==> src/rtl/mole_pkg.sv <==
// Shared encodings and helpers for the whack-a-mole spawn timer.
package mole_pkg;

   typedef enum logic [1:0] {
      IDLE = 2'd0,
      RUN  = 2'd1,
      DONE = 2'd2
   } state_t;

   // Speed switch encodings (SW[1:0]).
   localparam logic [1:0] SPEED_2S    = 2'd0;
   localparam logic [1:0] SPEED_1S    = 2'd1;
   localparam logic [1:0] SPEED_500MS = 2'd2;
   localparam logic [1:0] SPEED_250MS = 2'd3;

   // Galois right-shift feedback mask for a maximal-length 16-bit sequence.
   localparam logic [15:0] LFSR_TAPS_16 = 16'hB400;

   // Spawn period in clock cycles: 2 s at speed 0, halved per speed step.
   function automatic longint unsigned period_cycles(input longint unsigned clk_hz,
                                                     input logic [1:0]      speed);
      return (64'd2 * clk_hz) >> speed;
   endfunction

   // Maximal-length Galois feedback masks for the supported LFSR widths.
   function automatic logic [31:0] lfsr_taps(input int unsigned w);
      logic [31:0] t;
      case (w)
         2:       t = 32'h0000_0003;
         3:       t = 32'h0000_0006;
         4:       t = 32'h0000_000C;
         5:       t = 32'h0000_0014;
         6:       t = 32'h0000_0030;
         7:       t = 32'h0000_0060;
         8:       t = 32'h0000_00B8;
         9:       t = 32'h0000_0110;
         10:      t = 32'h0000_0240;
         11:      t = 32'h0000_0500;
         12:      t = 32'h0000_0E08;
         13:      t = 32'h0000_1C80;
         14:      t = 32'h0000_3802;
         15:      t = 32'h0000_6000;
         default: t = 32'(LFSR_TAPS_16);
      endcase
      return t;
   endfunction

endpackage

==> src/rtl/mole_lfsr.sv <==
// Free-running Galois LFSR; recovers from the all-zero lock-up state.
module mole_lfsr #(
   parameter int unsigned       LFSR_W = 16,
   parameter logic [LFSR_W-1:0] SEED   = LFSR_W'(16'hACE1),
   parameter logic [LFSR_W-1:0] TAPS   = LFSR_W'(16'hB400)
) (
   input  logic              clock,
   input  logic              clear_b,
   output logic [LFSR_W-1:0] q
);

   // Advance one step per clock in every game state.
   always_ff @(posedge clock) begin
      if (!clear_b) begin
         q <= SEED;
      end else if (q == '0) begin
         q <= SEED;
      end else begin
         q <= (q >> 1) ^ (q[0] ? TAPS : '0);
      end
   end

endmodule

==> src/rtl/mole_spawn_timer.sv <==
// Periodic mole spawner: speed-selectable tick, non-repeating random hole, round countdown.
module mole_spawn_timer
   import mole_pkg::*;
#(
   parameter int unsigned  CLK_HZ   = 50000000,
   parameter int unsigned  N_HOLES  = 16,
   parameter int unsigned  LFSR_W   = 16,
   parameter logic [31:0]  SEED     = 32'h0000_ACE1,
   parameter int unsigned  ROUNDS_W = 8,
   localparam int unsigned POS_W    = $clog2(N_HOLES)
) (
   input  logic                clock,
   input  logic                clear_b,
   input  logic                enable,
   input  logic                par_load,
   input  logic [1:0]          speed,
   input  logic                start,
   input  logic [ROUNDS_W-1:0] rounds_in,
   output logic                spawn_tick,
   output logic [POS_W-1:0]    mole_pos,
   output logic                mole_valid,
   output logic [ROUNDS_W-1:0] rounds_left,
   output logic                busy,
   output logic                done
);

   localparam int unsigned CNT_W = $clog2(64'd2 * 64'(CLK_HZ));

   state_t             state;
   logic [CNT_W-1:0]   counter;
   logic [CNT_W-1:0]   period_m1;
   logic [LFSR_W-1:0]  lfsr_q;
   logic [POS_W-1:0]   cand;
   logic [POS_W-1:0]   next_pos;

   mole_lfsr #(
      .LFSR_W (LFSR_W),
      .SEED   (LFSR_W'(SEED)),
      .TAPS   (LFSR_W'(lfsr_taps(LFSR_W)))
   ) u_lfsr (
      .clock   (clock),
      .clear_b (clear_b),
      .q       (lfsr_q)
   );

   // Only the low LFSR bits pick the hole; the rest just carry the sequence.
   if (LFSR_W > POS_W) begin : g_lfsr_hi
      logic unused_lfsr_hi;
      assign unused_lfsr_hi = ^lfsr_q[LFSR_W-1:POS_W];
   end

   // Reload value for the current speed and the next hole, bumped to avoid a repeat.
   always_comb begin
      period_m1 = CNT_W'(period_cycles(64'(CLK_HZ), speed) - 64'd1);
      cand      = lfsr_q[POS_W-1:0];
      next_pos  = (cand == mole_pos) ? cand + POS_W'(1) : cand;
   end

   // Game FSM: start wins in every state, then par_load, pause, countdown, spawn.
   always_ff @(posedge clock) begin
      if (!clear_b) begin
         state       <= IDLE;
         counter     <= '0;
         mole_pos    <= '0;
         mole_valid  <= 1'b0;
         rounds_left <= '0;
         spawn_tick  <= 1'b0;
         busy        <= 1'b0;
         done        <= 1'b0;
      end else begin
         spawn_tick <= 1'b0;
         if (start) begin
            if (rounds_in != '0) begin
               state       <= RUN;
               counter     <= period_m1;
               rounds_left <= rounds_in;
               mole_valid  <= 1'b0;
               busy        <= 1'b1;
               done        <= 1'b0;
            end else begin
               state <= DONE;
               busy  <= 1'b0;
               done  <= 1'b1;
            end
         end else begin
            unique case (state)
               IDLE: ;
               RUN: begin
                  if (par_load) begin
                     counter <= period_m1;
                  end else if (enable) begin
                     if (counter != '0) begin
                        counter <= counter - CNT_W'(1);
                     end else begin
                        counter     <= period_m1;
                        spawn_tick  <= 1'b1;
                        mole_pos    <= next_pos;
                        mole_valid  <= 1'b1;
                        rounds_left <= rounds_left - ROUNDS_W'(1);
                        if (rounds_left == ROUNDS_W'(1)) begin
                           state <= DONE;
                           busy  <= 1'b0;
                           done  <= 1'b1;
                        end
                     end
                  end
               end
               DONE: ;
               default: begin
                  state <= IDLE;
                  busy  <= 1'b0;
                  done  <= 1'b0;
               end
            endcase
         end
      end
   end

endmodule

==> config.mk <==
export PLATFORM = sky130hd
export DESIGN_NAME = mole_spawn_timer
export DESIGN_NICKNAME = d
export VERILOG_FILES = /design/src/rtl/mole_pkg.sv /design/src/rtl/mole_lfsr.sv /design/src/rtl/mole_spawn_timer.sv
export SDC_FILE = /design/constraint.sdc
export NUM_CORES = 1
export LEC_CHECK = 0
export CAP_MARGIN = 20
export CELL_PAD_IN_SITES_DETAIL_PLACEMENT = 1
export CELL_PAD_IN_SITES_GLOBAL_PLACEMENT = 2
export CORE_ASPECT_RATIO = 1.1
export CORE_MARGIN = 1.5
export CORE_UTILIZATION = 35
export CTS_CLUSTER_SIZE = 8
export DETAILED_ROUTE_END_ITERATION = 6
export DONT_BUFFER_PORTS = 1
export GPL_TIMING_DRIVEN = 1
export PLACE_DENSITY_LB_ADDON = 0.3
export SLEW_MARGIN = 10
export SYNTH_ARGS = -nofsm -noshare
export SYNTH_HDL_FRONTEND = slang
export SYNTH_HIERARCHICAL = 1
export SYNTH_SLANG_ARGS = --single-unit
==> constraint.sdc <==
create_clock -name clock -period 2.57 [get_ports clock]
set_clock_uncertainty 0.2 [all_clocks]
set_input_delay 0.257 -clock clock [delete_from_list [all_inputs] [get_ports clock]]
set_output_delay 0.257 -clock clock [all_outputs]
set_load 0.02 [all_outputs]
==> results.toml <==
[place]
gp_congestion = 0.897
dpl.hpwl_mm = 8.64
placed_area_um2 = 3960
port_buffers = 0

[synth]
yosysUniqueCellTypes = 67
syn_nets = 449
postSynth.asyncResetShare_pct = 0
synth_warnings = 6
yosysMostFrequentCell = "dfxtp_1"
synth_area_um2 = 3500
synthTopCellsByArea = "dfxtp_1, nand2_1, nor3_1"
synth.largest_area_cell = "dfxtp_1"
ys.flop_type = "dfxtp_1"
synth_area_per_cell_um2 = 8.19
synth-edff-count = 0
ys_seq_elements = 59
synth_top_area_share_pct = 33.7
synth_seq_area_share_pct = 33.7
yosys-top-cells-count = "dfxtp_1, nand2_1, nor2_1"
synthCells = 428

[setup_path]
cp.arrival_ns = 2.60
crit_chain = "or4_4, buf_4, nor3_2, buf_4, a31oi_2, buf_4, buf_4, a21oi_1, o221a_2"
critPathSlowestCell = "or4_4"
critPathBufInv = 4
required_ns = 2.67
start_kind = "register"
path_delay_family = "simple AND/OR/NAND/NOR gates"
end_kind = "register"
cp_max_fo = 5
critPathKind = "reg -> reg"
crit_path_frequent_cell = "buf_4"
slowest_delay_ns = 0.58

[routing]
routed_via_density = 6.10
antenna_left = 0
drtIter0Drc = 157
dr.pass1.iters = 4
drcViolationCount = 0
vias = 3658
wirelength_mm = 12.4
routedWlPerCell_um = 20.6

[sta]
fin_crit_sh_pct = 97.3
max_freq_ghz = 0.400
whs_ns = 0.0105
setup_viol = 0
tightest_slew_ns = 0.668
hold_viol = 0
rsz0062_at_grt = "yes"
relSlewSlack_pct = 54.9
finalCriticalPeriod_ns = 2.50
maxSlewViolCount = 0

[job]
max-cap-violations = 0

[cts]
cts-root-buf = "clkbuf_8"
clock-sinks = 59
clkTransAtPathRegs_ns = 0.07
tritoncts = "done"
cts_made_buffers = 9
worstSkewPairLatency_ns = 0.36
clockBufferDepth = 2
htreeDepth = 3

[floorplan]
std_cell_rows = 38
die_y_um = 108
dieArea_um2 = 10600
dieWidth_um = 98.4
core_area_um2 = 9790
start_util_pct = 35.8
io_pins = 31

[final_layout]
nets = 496
drive_above_1_share_pct = 20.8
area_growth_pct = 23.3
n_antenna_cell = 0
design_area_um2 = 4320
fillers = 1170

[global_route]
grt_util_met1_pct = 29.6
grt_first_pass_wirelength_mm = 19.7
grt_use_met2_pct = 41.0
gr-max-usage-layer = "met2"
grtUsageMet3_pct = 4.40
antenna_found_initial = 0
grt_usage_pct = 23.7
grt-ovfl-total = 0
grt_max_degree = 49
grt_pass1_vias = 3690

[power]
p_leak_nw = 1.60
switching_share_pct = 34.1
powerDensity_nw_per_um2 = 596
vdd_drop_max_mv = 0.349
power_frac_seq_pct = 41.9
internal_power_w = 0.00170
combPwrFrac_pct = 23.6
pwr-share-clk_pct = 34.5
power.switching_w = 0.000878

[worst_hold_path]
hp-class = "in -> reg"

[outcome]
outcome = "completed"
state kept, by name (all words and copies together), names as in the netlist:
register / cells
mole_pos: 4
done: 1
busy: 1
counter: 27
u_lfsr/q: 16
rounds_left: 8
spawn_tick: 1
mole_valid: 1
per-layer routing:
layer / vias to the layer above / part of all wire [%]
li1: 1745 / -
met1: 1823 / 45
met2: 64 / 49
met3: 26 / 3.0
met4: 0 / 2.2
met5: - / 0
placed cells by master, fill, tap and decap left out, types with 4 or more instances in the layout:
master	count
or4_1	11
a32o_1	4
ha_1	6
clkbuf_8	9
and3_1	5
buf_12	4
and2_1	9
inv_1	10
o31ai_1	7
nor4_2	5
xnor2_1	4
o221ai_1	4
nand2b_1	7
dfxtp_1	59
mux2i_1	4
nor2_1	32
o21ai_0	19
nor4_1	5
o21a_1	6
nor3_1	24
o2111ai_1	4
o221a_2	6
xor2_1	7
nand3_1	21
or3_1	4
or4_4	4
o22ai_1	4
nand2_1	39
a21oi_1	19
nand4_1	19
buf_4	48
dlygate4sd3_1	7
per-stage QoR:
step | instances | setup TNS (ns) | setup WS, ns | total power (W) | util, %
global route | 600 | -0.0166 | -0.00610 | 0.00269 | 44.1
global placement | 574 | -0.138 | -0.0388 | 0.00163 | 40.4
CTS | 598 | 0 | 0.0135 | 0.00257 | 43.4
finish | 600 | 0 | 0.0701 | 0.00258 | 44.1
floorplan | 428 | 0 | 0.0891 | 0.00143 | -
detailed placement | 574 | -0.455 | -0.0815 | 0.00165 | 40.4
power by group through the flow:
stage	clock [W]	sequential, W	combinational, W
2_1_floorplan	0	0.00109	0.000349
3_3_place_gp	0	0.00109	0.000540
3_5_place_dp	0	0.00110	0.000550
4_1_cts	0.000904	0.00108	0.000586
5_1_grt	0.000938	0.00109	0.000661
6_report	0.000889	0.00108	0.000608
repair_timing:
item                                    CTS  global route
pin swaps                                 0             3
gates cloned                              0             0
endpoints found under the setup margin   16             9
setup buffers                             0             2
hold endpoints to repair                 52             0
hold buffers                              8             0
gates resized for setup                   2             9
worst register-to-register path, delay by kind of cell (launching register included):
family	cells	cell delay, ns
AOI/OAI and AO/OA	3	0.50
buffers and inverters	4	0.67
and+or+nand+nor	2	0.77
DFF	1	0.31
kinds of logic after synthesis:
kind of cell	count (synthesis)	share of synthesized area, %
simple gates	203	32.4
compound gates	108	23.2
flops	59	33.7
buf+inv	35	4.00
xor+xnor	11	2.75
mux	6	1.79
fa+ha+maj	6	2.14
path summary, 6_finish.rpt:
kind	to	start	cells past startpoint	slack, ns
worst max-delay path	counter[4]$_SDFFE_PN0P_	counter[4]$_SDFFE_PN0P_	9	0.07
worst min-delay path	counter[8]$_SDFFE_PN0P_	clear_b	2	0.01
worst max register to register	counter[4]$_SDFFE_PN0P_	counter[4]$_SDFFE_PN0P_	9	0.07
worst min register to register	u_lfsr/q[11]$_SDFF_PP1_	u_lfsr/q[12]$_SDFF_PP0_	1	0.28
cell type report:
cell class | instances | area [um^2] | area share [%]
clock inverter | 5 | 62.6 | 1.45
tap | 120 | 150 | 3.47
clock buffer | 11 | 131 | 3.04
multi-input combinational | 334 | 2240 | 51.9
inverter | 12 | 45.0 | 1.04
timing repair buffer | 59 | 510 | 11.8
sequential | 59 | 1180 | 27.3
No activity file was read; power rests on OpenSTA's default activity.
